### config.mk
export PLATFORM = sky130hd
export DESIGN_NAME = alu_operand_select
export DESIGN_NICKNAME = d
export VERILOG_FILES = /design/src/rtl/alu_operand_select.sv
export SDC_FILE = /design/constraint.sdc
export NUM_CORES = 1
export LEC_CHECK = 0
export BUFFER_PORTS_ARGS = -buffer_cell sky130_fd_sc_hd__buf_2
export CORE_UTILIZATION = 44
export CTS_CLUSTER_DIAMETER = 100
export DETAILED_ROUTE_END_ITERATION = 8
export PLACE_DENSITY = 0.77
export RECOVER_POWER = 50
export SYNTH_ARGS = -nofsm -noshare
export SYNTH_HDL_FRONTEND = slang
export SYNTH_SLANG_ARGS = --single-unit
### constraint.sdc
create_clock -name clk -period 3.8 [get_ports clk]
set_input_delay 0.19 -clock clk [delete_from_list [all_inputs] [get_ports clk]]
set_output_delay 0.19 -clock clk [all_outputs]
set_load 0.1 [all_outputs]
### src/rtl/alu_operand_select.sv
`default_nettype none
// ============================================================================
// alu_operand_select : Y86-64 execute-stage ALU operand and function selector
// Revision: 1.0
// ============================================================================
module alu_operand_select (
  input  logic        clk,
  input  logic        rst,
  input  logic        en,
  input  logic [3:0]  icode,
  input  logic [3:0]  ifun,
  input  logic [63:0] valA,
  input  logic [63:0] valB,
  input  logic [63:0] valC,
  output logic [63:0] aluA,
  output logic [63:0] aluB,
  output logic [1:0]  alufun,
  output logic        op_err
);

  localparam logic [3:0] C_ICODE_RRMOVQ = 4'h2;
  localparam logic [3:0] C_ICODE_IRMOVQ = 4'h3;
  localparam logic [3:0] C_ICODE_RMMOVQ = 4'h4;
  localparam logic [3:0] C_ICODE_MRMOVQ = 4'h5;
  localparam logic [3:0] C_ICODE_OPQ    = 4'h6;
  localparam logic [3:0] C_ICODE_CALL   = 4'h8;
  localparam logic [3:0] C_ICODE_RET    = 4'h9;
  localparam logic [3:0] C_ICODE_PUSHQ  = 4'hA;
  localparam logic [3:0] C_ICODE_POPQ   = 4'hB;

  localparam logic [63:0] C_STACK_DEC = 64'hFFFF_FFFF_FFFF_FFF8;
  localparam logic [63:0] C_STACK_INC = 64'h0000_0000_0000_0008;
  localparam logic [1:0]  C_FUN_ADD   = 2'd0;

  logic [63:0] w_alu_a;
  logic [63:0] w_alu_b;
  logic [1:0]  w_alu_fun;
  logic        w_op_err;

  logic [63:0] r_alu_a;
  logic [63:0] r_alu_b;
  logic [1:0]  r_alu_fun;
  logic        r_op_err;

  always_comb begin
    w_alu_a = '0;
    unique case (icode)
      C_ICODE_RRMOVQ, C_ICODE_OPQ:                  w_alu_a = valA;
      C_ICODE_IRMOVQ, C_ICODE_RMMOVQ, C_ICODE_MRMOVQ: w_alu_a = valC;
      C_ICODE_CALL, C_ICODE_PUSHQ:                  w_alu_a = C_STACK_DEC;
      C_ICODE_RET, C_ICODE_POPQ:                    w_alu_a = C_STACK_INC;
      default:                                      w_alu_a = '0;
    endcase
  end

  always_comb begin
    w_alu_b = '0;
    unique case (icode)
      C_ICODE_RMMOVQ, C_ICODE_MRMOVQ, C_ICODE_OPQ,
      C_ICODE_CALL, C_ICODE_RET, C_ICODE_PUSHQ, C_ICODE_POPQ: w_alu_b = valB;
      default:                                                w_alu_b = '0;
    endcase
  end

  // Only OPq consults ifun; undefined OPq functions fall back to add and flag.
  always_comb begin
    w_alu_fun = C_FUN_ADD;
    w_op_err  = 1'b0;
    if (icode == C_ICODE_OPQ) begin
      if (ifun[3:2] == 2'b00) begin
        w_alu_fun = ifun[1:0];
      end else begin
        w_op_err  = 1'b1;
      end
    end
  end

  always_ff @(posedge clk or posedge rst) begin
    if (rst) begin
      r_alu_a   <= '0;
      r_alu_b   <= '0;
      r_alu_fun <= C_FUN_ADD;
      r_op_err  <= 1'b0;
    end else if (en) begin
      r_alu_a   <= w_alu_a;
      r_alu_b   <= w_alu_b;
      r_alu_fun <= w_alu_fun;
      r_op_err  <= w_op_err;
    end
  end

  assign aluA   = r_alu_a;
  assign aluB   = r_alu_b;
  assign alufun = r_alu_fun;
  assign op_err = r_op_err;

endmodule
`default_nettype wire

==> impl_results.md, run 1 <==
- DRT Pass-1 Iters: 5
- Sequential power share: 32.4%
- Syn_area_per_cell: just over 9 um2
- DRC violations left: 0
- Final antenna-violating net count: 0
- H-tree levels: 4
- Mapped cell area: 0.00804 mm2
- Drt wl/cell: approximately 17 um
- Clk network pwr share: a little over a third
- Final period util: between 50 and 60%
- Switching pwr: between 0.0015 and 0.002 W
- CP Capture Type: async pin
- Vias: 7,908
- Routability Congestion: 0.790
- Ys Warns: 0
- Largest net degree at the start of global routing: roughly 110
- Leakage: about 4.6 nW
- Gr usage total: 25.5%
- CP max stage delay: between 1 and 1.5 ns
- Max Slew Vio Count: 87
- Initial Util: 44.8%
- Post CTS Setup Buffer Count: 0
- Failing checks: max-capacitance violations, max-slew violations
- Via/cell ratio: 5.53
- Critical path fanouts, max: 86
- Die area: roughly 0.019 mm2
- Highest routed metal layer: met4
- Fill cells: 1,664
- Skew-Pair Late Insertion Delay: 0.42 ns
- WHS Endpoint: aluB[18]$_DFFE_PP0P_
- Pwr Density: between 400 and 500 mW/mm2
- Critical R2R Capture: aluA[26]$_DFFE_PP0P_
- Area contributors post-synth: dfrtp_1 (41%), a22oi_2 (8.7%), a21oi_1 (7.5%), a311o_1 (7.5%), nand2_1 (6.0%)
- IO buf count: ~330
- Highest clock rate: around 0.49 GHz
- Crit Path Category: in2async
- Vias in the first global route: between 7,000 and 8,000
- Setup violators final: 0
- Proportion of synthesized area in mux cells: 0%
- Buffer levels on the longest clock path: 2
- RSZ-0062 raised after global routing: no
- Final WL: 24,500 um
- Final WS setup: about 1.8 ns
- Clock sink count: about 130
- Post-CTS Hold Fix Bufs: 33
- Status: finished, violations left
- Maxcap violations: 1
- CP Cell Sequence: dlygate4sd3_1 -> clkbuf_1 -> clkinvlp_4 -> buf_4
- CTS tree: done
- Pre-CTS setup slack: around 1.8 ns
- Crit Reg-Reg Startpoint: aluA[26]$_DFFE_PP0P_
- Synthesized instance count: 882
- Worst-margin pin slew: roughly 2 ns
- Slew margin rel.: -29.8%
- Post-CTS sizing: 0
- Core Rows: a little under 50
- Worst EP arrival: between 2 and 3 ns
- GR Overflow Total: 0
- Clk pin slew, worst setup/hold paths: roughly 0.07 ns
- DRT iter0 DRCs: about 520
- Int Power: approximately 0.0029 W
- Met2 WL post-DR: ~12,000 um
- First-pass GRT wire length: approximately 37,000 um
- CTS Buf Count: 17
- Worst Setup SP: rst
- Share of cells above drive strength 1: 27.3%
- Initial antenna violation count: 3
- Min-delay src: valB[18]
- DR WL met3: around 1400 um
- Xor/xnor share of the synthesized area: 0%
- Synth Area in Compound Gates: a little under a third
- Area delta synth->final: 29.9%
- Simple-Gate Fraction of Synth Area: ~18%
- HPWL Detailed: 15,600 um
- Layout net count: roughly 1,400
- Die H: between 100 and 150 um
- Worst path slowest cell: clkinvlp_4
- Synth top area share: between 40% and 50%
- WL met1: approximately 10,000 um
- Core area: about 0.018 mm2
- Worst setup SP type: input port
- Hold Path Cell Cnt: 3
- Clock skew: 0 ns
- R2R setup slack: 2.98 ns
- Final TNS setup: 0 ns
- Worst R2R Path Depth: 2
- Hold/Removal Path Class: in2reg
- Maximum vdd drop: 0.322 mV
- Seq/Total Area, Yosys: 40.8%
- CTS Root Cell: clkbuf_16
- Net Count, Synth: between 1,000 and 1,500
- Comb pwr share: about a third
- Sw frac: around 40%
- Horiz. Die Dim: 137 um
- Synth Area in Adders: 0%
- Fin crit period: around 2.0 ns
- Total power: roughly 0.0049 W
- Seq cells post-synth: around 130
- Top Ports: 334
- Fin. Hold Viols: 0
- WP data required: ~4.4 ns
- Combinational family with the most area after synthesis: compound AO/OA/AOI/OAI gates
- Distinct cells, synth: 30
- Synth area leader: dfrtp_1
stage by stage:
stage,area (um2),hold WS [ns],std cells,utilization (%)
2_1_floorplan,8040,0.312,882,-
3_3_place_gp,9630,0.415,1360,53.6
3_5_place_dp,9630,0.419,1360,53.6
4_1_cts,10600,0.000158,1425,58.9
5_1_grt,10400,0.0104,1428,58.2
6_report,10500,0.00953,1429,58.2
power by group through the flow:
stage	clock (W)	sequential, W	combinational [W]
final	0.00174	0.00157	0.00154
after global routing	0.00183	0.00159	0.00162
after CTS	0.00177	0.00157	0.00157
after floorplan	0	0.00236	0.000444
after detailed placement	0	0.00159	0.00154
after global placement	0	0.00159	0.00152
final cells by class:
class | count | area (um2) | share of cell area, %
diodes | 4 | 10.0 | 0.0958
clock inverters | 15 | 196 | 1.88
multi-input cells | 587 | 4000 | 38.3
inverters | 69 | 268 | 2.56
repair buffers | 377 | 1990 | 19.0
flip-flops and latches | 131 | 3280 | 31.4
clock buffers | 17 | 425 | 4.07
well taps | 229 | 287 | 2.74
how the worst max path moves through the flow:
| stage | to | slack (ns) | depth (start not counted) |
|---|---|---|---|
| global placement | aluB[29]$_DFFE_PP0P_ | 1.80 | 5 |
| detailed placement | aluB[33]$_DFFE_PP0P_ | 1.75 | 5 |
| floorplan | aluA[0]$_DFFE_PP0P_ | 0.11 | 1 |
| global route | aluA[24]$_DFFE_PP0P_ | 1.41 | 4 |
| CTS | aluA[26]$_DFFE_PP0P_ | 2.19 | 5 |
| finish | aluA[24]$_DFFE_PP0P_ | 1.75 | 4 |
worst max-delay path: cells and delay by family:
kind,cells,cell delay (ns)
buffers and inverters,4,2.36
cells in the mapped netlist:
library cell,n
inv_2,1
a21oi_1,120
and4b_1,1
buf_4,17
nand4_1,1
a31oi_1,3
inv_1,68
and3b_1,3
clkbuf_1,49
o21ai_4,1
a21oi_4,2
o21ai_0,6
o2bb2ai_1,4
nor3b_2,1
o31ai_1,64
a22oi_1,4
a311o_1,60
nand3_1,1
dfrtp_1,131
buf_6,9
nand2b_1,60
nor4_1,1
nor2b_1,7
o31a_1,1
a22oi_2,56
nand3b_1,60
nand2_1,128
buf_2,20
nor2_1,1
nor4bb_1,2
cells by family after synthesis:
kind of cell,Yosys count
AOI/OAI and AO/OA,321
buffers and inverters,164
DFF,131
and+or+nand+nor,266
sequential cells by signal, indices dropped and copies added (netlist names):
signal	count
aluA	64
aluB	64
alufun	2
op_err	1
metal layers:
layer / global-route usage (%) / vias to the layer above
met5: 0 / -
met4: 13.2 / 0
met3: 5.11 / 60
met2: 42.3 / 306
met1: 31.5 / 3756
li1: - / 3786
cell usage in the layout (no fill, tap or decap), types with 2 or more instances in the layout:
master | synthesis | final
a21oi_1 | 120 | 120
a21oi_4 | 2 | 2
a22oi_1 | 4 | 4
a22oi_2 | 56 | 56
a311o_1 | 60 | 60
a31oi_1 | 3 | 3
and3b_1 | 3 | 3
buf_12 | 0 | 3
buf_2 | 20 | 219
buf_4 | 17 | 11
bufinv_16 | 0 | 3
clkbuf_1 | 49 | 111
clkbuf_16 | 0 | 17
clkinv_4 | 0 | 4
dfrtp_1 | 131 | 131
diode_2 | 0 | 4
dlygate4sd3_1 | 0 | 33
inv_1 | 68 | 67
inv_6 | 0 | 6
inv_8 | 0 | 2
nand2_1 | 128 | 128
nand2b_1 | 60 | 60
nand3b_1 | 60 | 60
nor2b_1 | 7 | 7
nor4bb_1 | 2 | 2
o21ai_0 | 6 | 6
o2bb2ai_1 | 4 | 4
o31ai_1 | 64 | 64
No activity file was read; power rests on OpenSTA's default activity.
==> run 2: changes to the inputs <==
==> constraint.sdc (replaced) <==
create_clock -name clk -period 1.8 [get_ports clk]
set_input_delay 0.09 -clock clk [delete_from_list [all_inputs] [get_ports clk]]
set_output_delay 0.09 -clock clk [all_outputs]
set_load 0.1 [all_outputs]
==> run 2 against run 1 <==
Net effect:
- the flow now finishes without violations
- clock power grew 110%
- critical path depth rose by 1
- clock skew unchanged
- critical endpoint is now aluB[24]$_DFFE_PP0P_
- largest power group unchanged
==> impl_results.md, run 2 (synthesis gave the netlist of run 1 again) <==
- CTS Root Cell: clkbuf_16
- Largest net degree at the start of global routing: between 100 and 150
- Worst EP arrival: roughly 1.8 ns
- Horiz. Die Dim: approximately 140 um
- Buffer levels on the longest clock path: 2
- GR Overflow Total: 0
- Worst Setup SP: icode[3]
- Share of cells above drive strength 1: ~36%
- Vias: between 8,000 and 9,000
- Initial antenna violation count: 3
- Die H: roughly 140 um
- Fin crit period: between 1 and 1.5 ns
- Status: complete, no violations
- Setup violators final: 0
- Crit Reg-Reg Startpoint: aluA[29]$_DFFE_PP0P_
- Fin. Hold Viols: 0
- Skew-Pair Late Insertion Delay: approximately 0.41 ns
- Maxcap violations: 0
- Crit-path leading delay family: buffers and inverters
- Area delta synth->final: 38.2%
- Worst setup SP type: input port
- Max Slew Vio Count: 0
- Worst path slowest cell: clkbuf_4
- Pwr Density: slightly above 900 mW/mm2
- IO buf count: 333
- Commonest non-fill, non-tap cells in the layout: buf_2 (328), dfrtp_1 (131), nand2_1 (128)
- DRT Pass-1 Iters: 5
- Met2 WL post-DR: around 12,000 um
- Initial Util: approximately 45%
- Top Ports: around 330
- Final TNS setup: 0 ns
- HPWL Detailed: between 15,000 and 20,000 um
- CP max stage delay: 0.46 ns
- Worst-margin pin slew: around 1 ns
- WP data required: roughly 2.1 ns
- Slew margin rel.: about a third
- Final hold slack: 0.0692 ns
- CP Cell Sequence: clkbuf_1 -> nor2b_1 -> a21oi_4 -> clkbuf_4 -> o31ai_1
- Core area: approximately 0.018 mm2
- H-tree levels: 4
- Clock skew: 0 ns
- DRC violations left: 0
- CTS Buf Count: 17
- Hold/Removal Path Class: in2reg
- Most common cell after layout, fill and taps aside: buf_2
- Core Rows: 49
- Highest routed metal layer: met4
- Final WL: approximately 25,000 um
- WL met1: between 9000 and 10,000 um
- Highest clock rate: roughly 0.68 GHz
- First-pass GRT wire length: around 38,000 um
- Gr usage total: approximately a quarter
- Crit Path Category: in2reg
- Via/cell ratio: 5.56
- Final antenna-violating net count: 0
- Final period util: around four fifths
- Worst Path Buf+Inv: 2
- CTS tree: done
- Layout net count: 1,436
- RSZ-0062 raised after global routing: no
- Leakage: 5.29 nW
- Post CTS Setup Buffer Count: 0
- Min-delay src: en
- Fin util: 61.9%
- Critical path fanouts, max: 64
- Vias in the first global route: around 7,600
- CP Capture Type: flop
- Drt wl/cell: ~17 um
- Maximum vdd drop: 0.663 mV
- DRT iter0 DRCs: around 520
- Die area: ~0.019 mm2
- Clock sink count: about 130
- DR WL met3: 1470 um
- Clk pin slew, worst setup/hold paths: 0.06 ns
- Routability Congestion: between 0.7 and 0.8
==> run 2: changes by cell type in the layout (fill, tap and decap cells not counted), sizes merged <==
cell / change
clkinvlp: +1
clkbuf: -106
buf: +117
dlygate4sd3: +39
clkinv: -2
diode: -1
inv: +1
==> run 2: layer usage <==
metal | track usage (%) | vias to the layer above
met5 | 0 | -
li1 | - | 3878
met1 | 31.5 | 3932
met3 | 4.93 | 76
met4 | 15.3 | 0
met2 | 43.1 | 336
==> run 2: timing repair <==
action / 4_1_cts / 5_1_grt
endpoints found under the setup margin: 0 / 0
gates resized for setup: 0 / 0
endpoints found under the hold margin: 201 / 0
hold buffers: 72 / 0
==> run 2: layout make-up <==
cell class              instances  area [um2]
flip-flops and latches        131        3280
multi-input cells             587        4000
clock buffers                  17         425
clock inverters                15         195
well taps                     229         287
repair buffers                427        2660
inverters                      69         265
diodes                          3        7.51
fillers                      1484        6850
==> run 2: per-stage QoR <==
stage / setup WS [ns] / power (W) / area [um2] / instances
global placement: 0.285 / 0.00661 / 9810 / 1371
detailed placement: 0.258 / 0.00666 / 9810 / 1371
global route: 0.255 / 0.0108 / 11100 / 1478
floorplan: 0.0868 / 0.00592 / 8050 / 882
finish: 0.331 / 0.0104 / 11100 / 1478
CTS: 0.399 / 0.0105 / 11200 / 1475
==> run 2: worst paths after layout <==
path,endpoint,cells after the start,slack (ns)
setup / recovery,aluB[24]$_DFFE_PP0P_,5,0.33
hold / removal,aluA[1]$_DFFE_PP0P_,2,0.07
setup reg to reg,aluA[29]$_DFFE_PP0P_,2,0.97
hold reg to reg,aluB[0]$_DFFE_PP0P_,2,0.48
max in group asynchronous,op_err$_DFFE_PP0P_,4,0.57
min in group asynchronous,aluB[31]$_DFFE_PP0P_,4,0.50
==> run 2: power breakdown <==
part	leakage (nW)	internal, W	switching (W)
combinational	3.24	0.000837	0.00258
clock	0.303	0.00223	0.00144
sequential	1.75	0.00317	0.000150
total	5.29	0.00623	0.00417
